<file path="src/rtl/pcileech_led_ctl_pkg.sv">
// pcileech_led_ctl_pkg: shared mode encoding and width helper for the LED driver
package pcileech_led_ctl_pkg;
  typedef enum logic [1:0] {LED_OFF, LED_DIRECT, LED_STRETCH, LED_BLINK} led_mode_t;
  // Width for a counter holding 0..n-1, never narrower than one bit.
  function automatic int cnt_w(input int n);
    return n > 1 ? $clog2(n) : 1;
  endfunction
endpackage

</file>
<file path="src/rtl/pcileech_led_prescaler.sv">
// pcileech_led_prescaler: shared timebase for all LED channels
//   clk, rst_n   : clock, async active-low reset
//   tick_ms      : one-cycle pulse per millisecond
//   blink_phase  : toggles every BLINK_HALF_MS ms, starts on
//   pwm_cnt      : free-running PWM_BITS counter
module pcileech_led_prescaler
  import pcileech_led_ctl_pkg::*;
#(
  parameter int CLK_HZ        = 100000000,
  parameter int BLINK_HALF_MS = 250,
  parameter int PWM_BITS      = 4
) (
  input  logic                clk,
  input  logic                rst_n,
  output logic                tick_ms,
  output logic                blink_phase,
  output logic [PWM_BITS-1:0] pwm_cnt
);
  localparam int PRE = CLK_HZ / 1000;
  localparam int PW  = cnt_w(PRE);
  localparam int BW  = cnt_w(BLINK_HALF_MS);
  logic [PW-1:0] pre;
  logic [BW-1:0] ms;
  logic          pre_wrap, ms_wrap;
  assign pre_wrap = pre == PW'(PRE - 1);
  assign ms_wrap  = ms == BW'(BLINK_HALF_MS - 1);
  always_ff @(posedge clk or negedge rst_n)
    if (!rst_n) begin
      pre         <= '0;
      tick_ms     <= 1'b0;
      ms          <= '0;
      blink_phase <= 1'b1;
      pwm_cnt     <= '0;
    end else begin
      pre     <= pre_wrap ? '0 : pre + 1'b1;
      tick_ms <= pre_wrap;
      pwm_cnt <= pwm_cnt + 1'b1;
      if (tick_ms) begin
        ms          <= ms_wrap ? '0 : ms + 1'b1;
        blink_phase <= blink_phase ^ ms_wrap;
      end
    end
endmodule

</file>
<file path="src/rtl/pcileech_led_ctl.sv">
// pcileech_led_ctl: N-channel LED driver with off/direct/stretch/blink modes, PWM and invert
//   clk, rst_n  : clock, async active-low reset
//   led_in      : raw status per channel
//   led_mode    : 2 bits per channel (00 off, 01 direct, 10 stretch, 11 blink)
//   led_bright  : PWM_BITS per channel, all-ones = full on
//   led_invert  : 1 = active-low pin
//   led_out     : registered pin drive
//   tick_ms     : one-cycle pulse per ms
module pcileech_led_ctl
  import pcileech_led_ctl_pkg::*;
#(
  parameter int NUM_LEDS      = 6,
  parameter int CLK_HZ        = 100000000,
  parameter int BLINK_HALF_MS = 250,
  parameter int STRETCH_MS    = 50,
  parameter int PWM_BITS      = 4
) (
  input  logic                         clk,
  input  logic                         rst_n,
  input  logic [NUM_LEDS-1:0]          led_in,
  input  logic [2*NUM_LEDS-1:0]        led_mode,
  input  logic [PWM_BITS*NUM_LEDS-1:0] led_bright,
  input  logic [NUM_LEDS-1:0]          led_invert,
  output logic [NUM_LEDS-1:0]          led_out,
  output logic                         tick_ms
);
  localparam int SW = $clog2(STRETCH_MS + 1);
  logic                blink_phase;
  logic [PWM_BITS-1:0] pwm_cnt;
  logic [NUM_LEDS-1:0] nxt;
  pcileech_led_prescaler #(
    .CLK_HZ(CLK_HZ),
    .BLINK_HALF_MS(BLINK_HALF_MS),
    .PWM_BITS(PWM_BITS)
  ) u_pre (
    .clk(clk),
    .rst_n(rst_n),
    .tick_ms(tick_ms),
    .blink_phase(blink_phase),
    .pwm_cnt(pwm_cnt)
  );
  for (genvar g = 0; g < NUM_LEDS; g++) begin : g_ch
    led_mode_t           mode;
    logic [PWM_BITS-1:0] bright;
    logic [SW-1:0]       stretch;
    logic                s, pwm_on;
    assign mode   = led_mode_t'(led_mode[2*g +: 2]);
    assign bright = led_bright[PWM_BITS*g +: PWM_BITS];
    assign pwm_on = (&bright) | (pwm_cnt < bright);
    // A new pulse reloads the full time even if a tick lands in the same cycle.
    always_ff @(posedge clk or negedge rst_n)
      if (!rst_n) stretch <= '0;
      else if (mode != LED_STRETCH) stretch <= '0;
      else if (led_in[g]) stretch <= SW'(STRETCH_MS);
      else if (tick_ms && stretch != '0) stretch <= stretch - 1'b1;
    always_comb
      s = mode == LED_OFF     ? 1'b0 :
          mode == LED_DIRECT  ? led_in[g] :
          mode == LED_STRETCH ? led_in[g] | (stretch != '0) :
                                led_in[g] & blink_phase;
    assign nxt[g] = (s & pwm_on) ^ led_invert[g];
  end
  // Pins are held low in reset even for inverted channels.
  always_ff @(posedge clk or negedge rst_n)
    if (!rst_n) led_out <= '0;
    else led_out <= nxt;
endmodule

</file>
<file path="config.mk">
export PLATFORM = sky130hd
export DESIGN_NAME = pcileech_led_ctl
export DESIGN_NICKNAME = d
export VERILOG_FILES = /design/src/rtl/pcileech_led_ctl_pkg.sv /design/src/rtl/pcileech_led_prescaler.sv /design/src/rtl/pcileech_led_ctl.sv
export SDC_FILE = /design/constraint.sdc
export NUM_CORES = 1
export LEC_CHECK = 0
export CORE_ASPECT_RATIO = 1.4
export CORE_UTILIZATION = 30
export CTS_CLUSTER_DIAMETER = 120
export CTS_CLUSTER_SIZE = 12
export DETAILED_ROUTE_END_ITERATION = 8
export GPL_TIMING_DRIVEN = 0
export SYNTH_ARGS = -nofsm -noshare
export SYNTH_HDL_FRONTEND = slang
export SYNTH_HIERARCHICAL = 1
export SYNTH_SLANG_ARGS = --single-unit
</file>
<file path="constraint.sdc">
create_clock -name clk -period 3.9 [get_ports clk]
set_input_delay 0.975 -clock clk [delete_from_list [all_inputs] [get_ports clk]]
set_output_delay 0.975 -clock clk [all_outputs]
set_load 0.03 [all_outputs]
</file>
# Word-level counts from Yosys, hierarchy flattened
# Cells that the tools add are included.
# totals
output_inout_bits	7
mem_bits_ro	0
input_bits	50
mem_bits_rw	0
word_cells	146
mem_count	0
ff_bits	73
latch_bits	0
# op_classes
bitwise_logic	31
add_sub_neg	9
div	0
eq_ne	20
mux	38
order_cmp	6
reduce_logical	30
shift	0
mul	0
# ops
op	count
2-to-1 mux 6 bit	18
nonzero test 6 bit	6
subtractor 6 x 1 -> 6 bit, second input constant	6
< comparator 4 bit	6
AND reduction 4 bit	6
2-to-1 mux 1 bit	18
nonzero test 3 bit	6
adder 17 x 1 -> 17 bit, second input constant	1
== test 17 bit, second input constant	1
2-to-1 mux 17 bit	1
bitwise AND 1 bit	12
== test 2 x 1 -> 1 bit, second input constant	6
== test 2 bit, second input constant	6
zero test 2 bit	6
!= test 2 bit, second input constant	6
OR 1 bit	12
adder 8 x 1 -> 8 bit, second input constant	1
== test 8 bit, second input constant	1
2-to-1 mux 8 bit	1
XOR 1 bit	7
logical AND 1 bit	6
adder 4 x 1 -> 4 bit, second input constant	1

# Logic depth before layout (Yosys ltp)
# logic_depth
ltp_word	7
ltp_mapped	7
depth_no_buf	6

# By module
# The synthesis kept the hierarchy.
# by_module_without_submodules
module	instances	area_per_inst_um2	cells_each	seq_area_each_um2
pcileech_led_ctl	1	3133.0	345	1051.0
pcileech_led_prescaler	1	1425.1	127	777.0

# Worst setup path before layout
# OpenSTA, ideal clock, no wires.
# synth_timing
path_type	input to register
from	in led_bright[23]
to	reg led_out[5]
stages	6
required_ns	3.774
setup_ns	0.126
setup_slack_ns	1.710
arrival_ns	2.064
n_path_buf	0
cell_sequence	inv_1 -> ha_1 -> o21a_1 -> nor2_1 -> or3_1 -> a221o_1
# synth_between
elab_chain_cells	4
word_cells_on_any_way	5
cone_classes	order compare: 1; bitwise: 3; reduce/logical: 1
# synth_rtl
item	line_no	rtl
from (decl)	pcileech_led_ctl.sv:22	input logic [PWM_BITS*NUM_LEDS-1:0] led_bright,
< comparator 4 bit or AND reduction 4 bit (tied branches)	pcileech_led_ctl.sv:49	assign pwm_on = (&bright) | (pwm_cnt < bright);
OR 1 bit (*)	pcileech_led_ctl.sv:49	
bitwise AND 1 bit (*)	pcileech_led_ctl.sv:61	assign nxt[g] = (s & pwm_on) ^ led_invert[g];
XOR 1 bit (*)	pcileech_led_ctl.sv:61	
net nxt[5]	pcileech_led_ctl.sv:30	logic [NUM_LEDS-1:0] nxt;
to (signal assigned)	pcileech_led_ctl.sv:66	else led_out <= nxt;
to (decl)	pcileech_led_ctl.sv:24	output logic [NUM_LEDS-1:0] led_out,
# Mark *: on every way through the listed nets, which the timed path passes. The rest lies on a longest branch.
# A chain may end at the register's enable or synchronous reset.

# Final worst setup path
# layout_timing
from	reg u_pre.tick_ms
to	out tick_ms
# layout_rtl
item	line_no	rtl
from (decl)	pcileech_led_prescaler.sv:15	output logic tick_ms,
from (signal assigned)	pcileech_led_prescaler.sv:36	tick_ms <= pre_wrap;
to (decl)	pcileech_led_ctl.sv:25	output logic tick_ms
# No word-level cell between the ends.

==> metrics.cfg <==
[sta]
fmax_mhz=390
setup_viol=0
hold_violations=0
setup_ws_ns=1.33
skew_ns=0.00941
slew_headroom=0.609
maxSlewViolCount=0
finalSetupTns_ns=0
worst_hold_slack_ns=0.487
layout_min_cycle_time_ns=2.57
rsz0062_at_grt=no
post-route-period-util=0.658
tightestPinTransition_ns=0.572

[setup_path]
critPathBufInv=1
crit_path_end_kind=output port
crit_family=buffers and inverters
crit_required_ns=2.92
rrSetupSlack_ns=1.91
worst-path-stages=1
r2r_cells=4
start_kind=register
reg2reg_from=u_pre/pwm_cnt[1]
cp_max_fo=11
slowest_stage=clkdlybuf4s50_1
path_cells=clkdlybuf4s50_1
r2r_end=led_out[4]
critical_path_class=reg -> out
critical_path.max_stage_delay_ns=0.74
arrival_ns=1.59
startpoint=u_pre/tick_ms

[synth]
synth_most_common_cell=dfrtp_1
async_reset_ff_frac=1.00
synth_nets=556
ys_seq_area_frac=0.401
postSynthCellCount=472
synth_cell_types=52
synth_common_cells=dfrtp_1 (72), nor2_1 (50), inv_1 (39), ha_1 (34), o21a_1 (28)
yosysTopAreaCell=dfrtp_1
yosys_warnings=6
yosys.area.top_type_share=0.395
syn_area_mm2=0.00456
yosys_most_used_dff=dfrtp_1
synth-edff-count=0
ys_ff_latch=73
synth_area_per_cell_um2=9.66
synth_area_leaders=dfrtp_1 (40%), ha_1 (9.3%), xnor2_1 (5.2%)

[finish]
design_area_mm2=0.00566
syn_to_final_growth_pct=24.1
nNetsFinal=624
drive_gt1_frac=0.0697
postLayoutCoreUtil=0.386
antenna_cells=0
layout.cells.non_filler=734
n_fill_cell=1444

[clock_network]
holdBufCountCts=0
cts_sinks=73
post_cts_buffers=0
cts_tree=yes
insertion_delay_ns=0.33
clock-root-buffer=clkbuf_16
cts_resized=0
cts_buffer_depth=2
htree_levels=3
path_clk_slew_ns=0.05
numCtsBuffers=9

[route]
dr.first_iter.drc_count=173
wl_per_cell_um=13.7
drc_errors=0
vias=3639
finalWirelength_mm=10.1
vias_per_cell=4.96
drtPass1Iterations=4
ant_nets=0

[pwr]
power_density_mw_per_mm2=316
peakVddDrop_uv=185
p_leak_nw=2.44
p_total_mw=1.79

[global_routing]
track_usage=0.138
grt_antenna_before_repair=0
grt_pass1_wl_mm=17.3
grt-ovfl-total=0
grt_max_degree=40
first_global_vias=3942

[worst_hold_path]
holdPathStages=1
holdPathEnd=u_pre/pre[0]
hold_path_class=reg -> reg
hold_path_startpoint=u_pre/pre[0]

[floorplan]
core_area_mm2=0.0146
die_h_um=148
fp.dieArea_mm2=0.0157
start_util=0.311
ios=57
rows=52
die_x_um=106

[placed_design]
routabilityCongestion=0.810
place_ws_ns=1.00
dpl_cell_area_mm2=0.00537
dpl.hpwl_mm=7.64
port-buffer-count=56
placedCellCount=718

[flow_run]
maxCapViolCount=0

[run_status]
outcome=complete, no violations

state kept, by name, indices dropped and copies added (netlist names):
name               cells
u_pre/blink_phase      1
led_out                6
u_pre/tick_ms          1
g_ch.stretch          36
u_pre/pre             17
u_pre/pwm_cnt          4
u_pre/ms               8
cell families (layout without fill, tap and decap cells):
logic type / count (synthesis) / in the layout / synth area share
flip-flops: 73 / 73 / 0.401
buffers and inverters: 45 / 118 / 0.0398
AND/OR/NAND/NOR: 190 / 190 / 0.229
adder cells (fa/ha/maj): 34 / 34 / 0.0933
multiplexers: 13 / 13 / 0.0285
XOR/XNOR: 45 / 45 / 0.0865
AO/OA/AOI/OAI: 72 / 72 / 0.122
where the power goes:
part           switching, mW  total, mW  internal, mW  leakage, nW
clock network          0.327      0.789         0.462        0.137
logic                  0.107      0.214         0.107         1.33
registers            0.00865      0.782         0.774        0.974
placed cells by master, fill, tap and decap left out, types with 10 or more instances in the layout:
cell type,n
mux2i_1,13
nor2_1,50
xnor2_1,27
nand2_1,22
dfrtp_1,72
inv_1,39
xor2_1,18
clkdlybuf4s50_1,55
nor2b_1,10
ha_1,34
o21a_1,28
nand4_1,13
nand2b_1,23
nor3_1,25
metal layers:
layer,track usage,part of all wire,up-vias,wire [um]
met1,0.160,0.44,1778,4440
met3,0.0238,0.026,13,264
met5,0,0,-,0
li1,-,-,1800,-
met2,0.250,0.52,48,5240
met4,0.0521,0.014,0,144
worst reg2reg max path: stages (launching register included):
cell,delay [ns]
dfrtp_1,0.59
ha_1,0.32
a2111oi_0,0.54
nor2_1,0.09
a221o_1,0.32
final cells by class:
class	instances	area, um2	area share
inverters	39	146	0.0259
plain buffers	6	35.0	0.00619
clock buffers	11	253	0.0447
repair buffers	57	578	0.102
well taps	189	236	0.0418
clock inverters	5	30.0	0.00531
multi-input cells	354	2550	0.451
flip-flops and latches	73	1830	0.323
worst max-delay path by stage:
| stage | endpoint | slack, ns |
|---|---|---|
| finish | tick_ms | 1.33 |
| global route | led_out[4] | 1.24 |
| CTS | tick_ms | 1.30 |
| detailed placement | led_out[4] | 1.00 |
| global placement | u_pre/pre[9] | -0.96 |
| floorplan | led_out[5] | 1.71 |
Power figures use the tool's default switching activity.
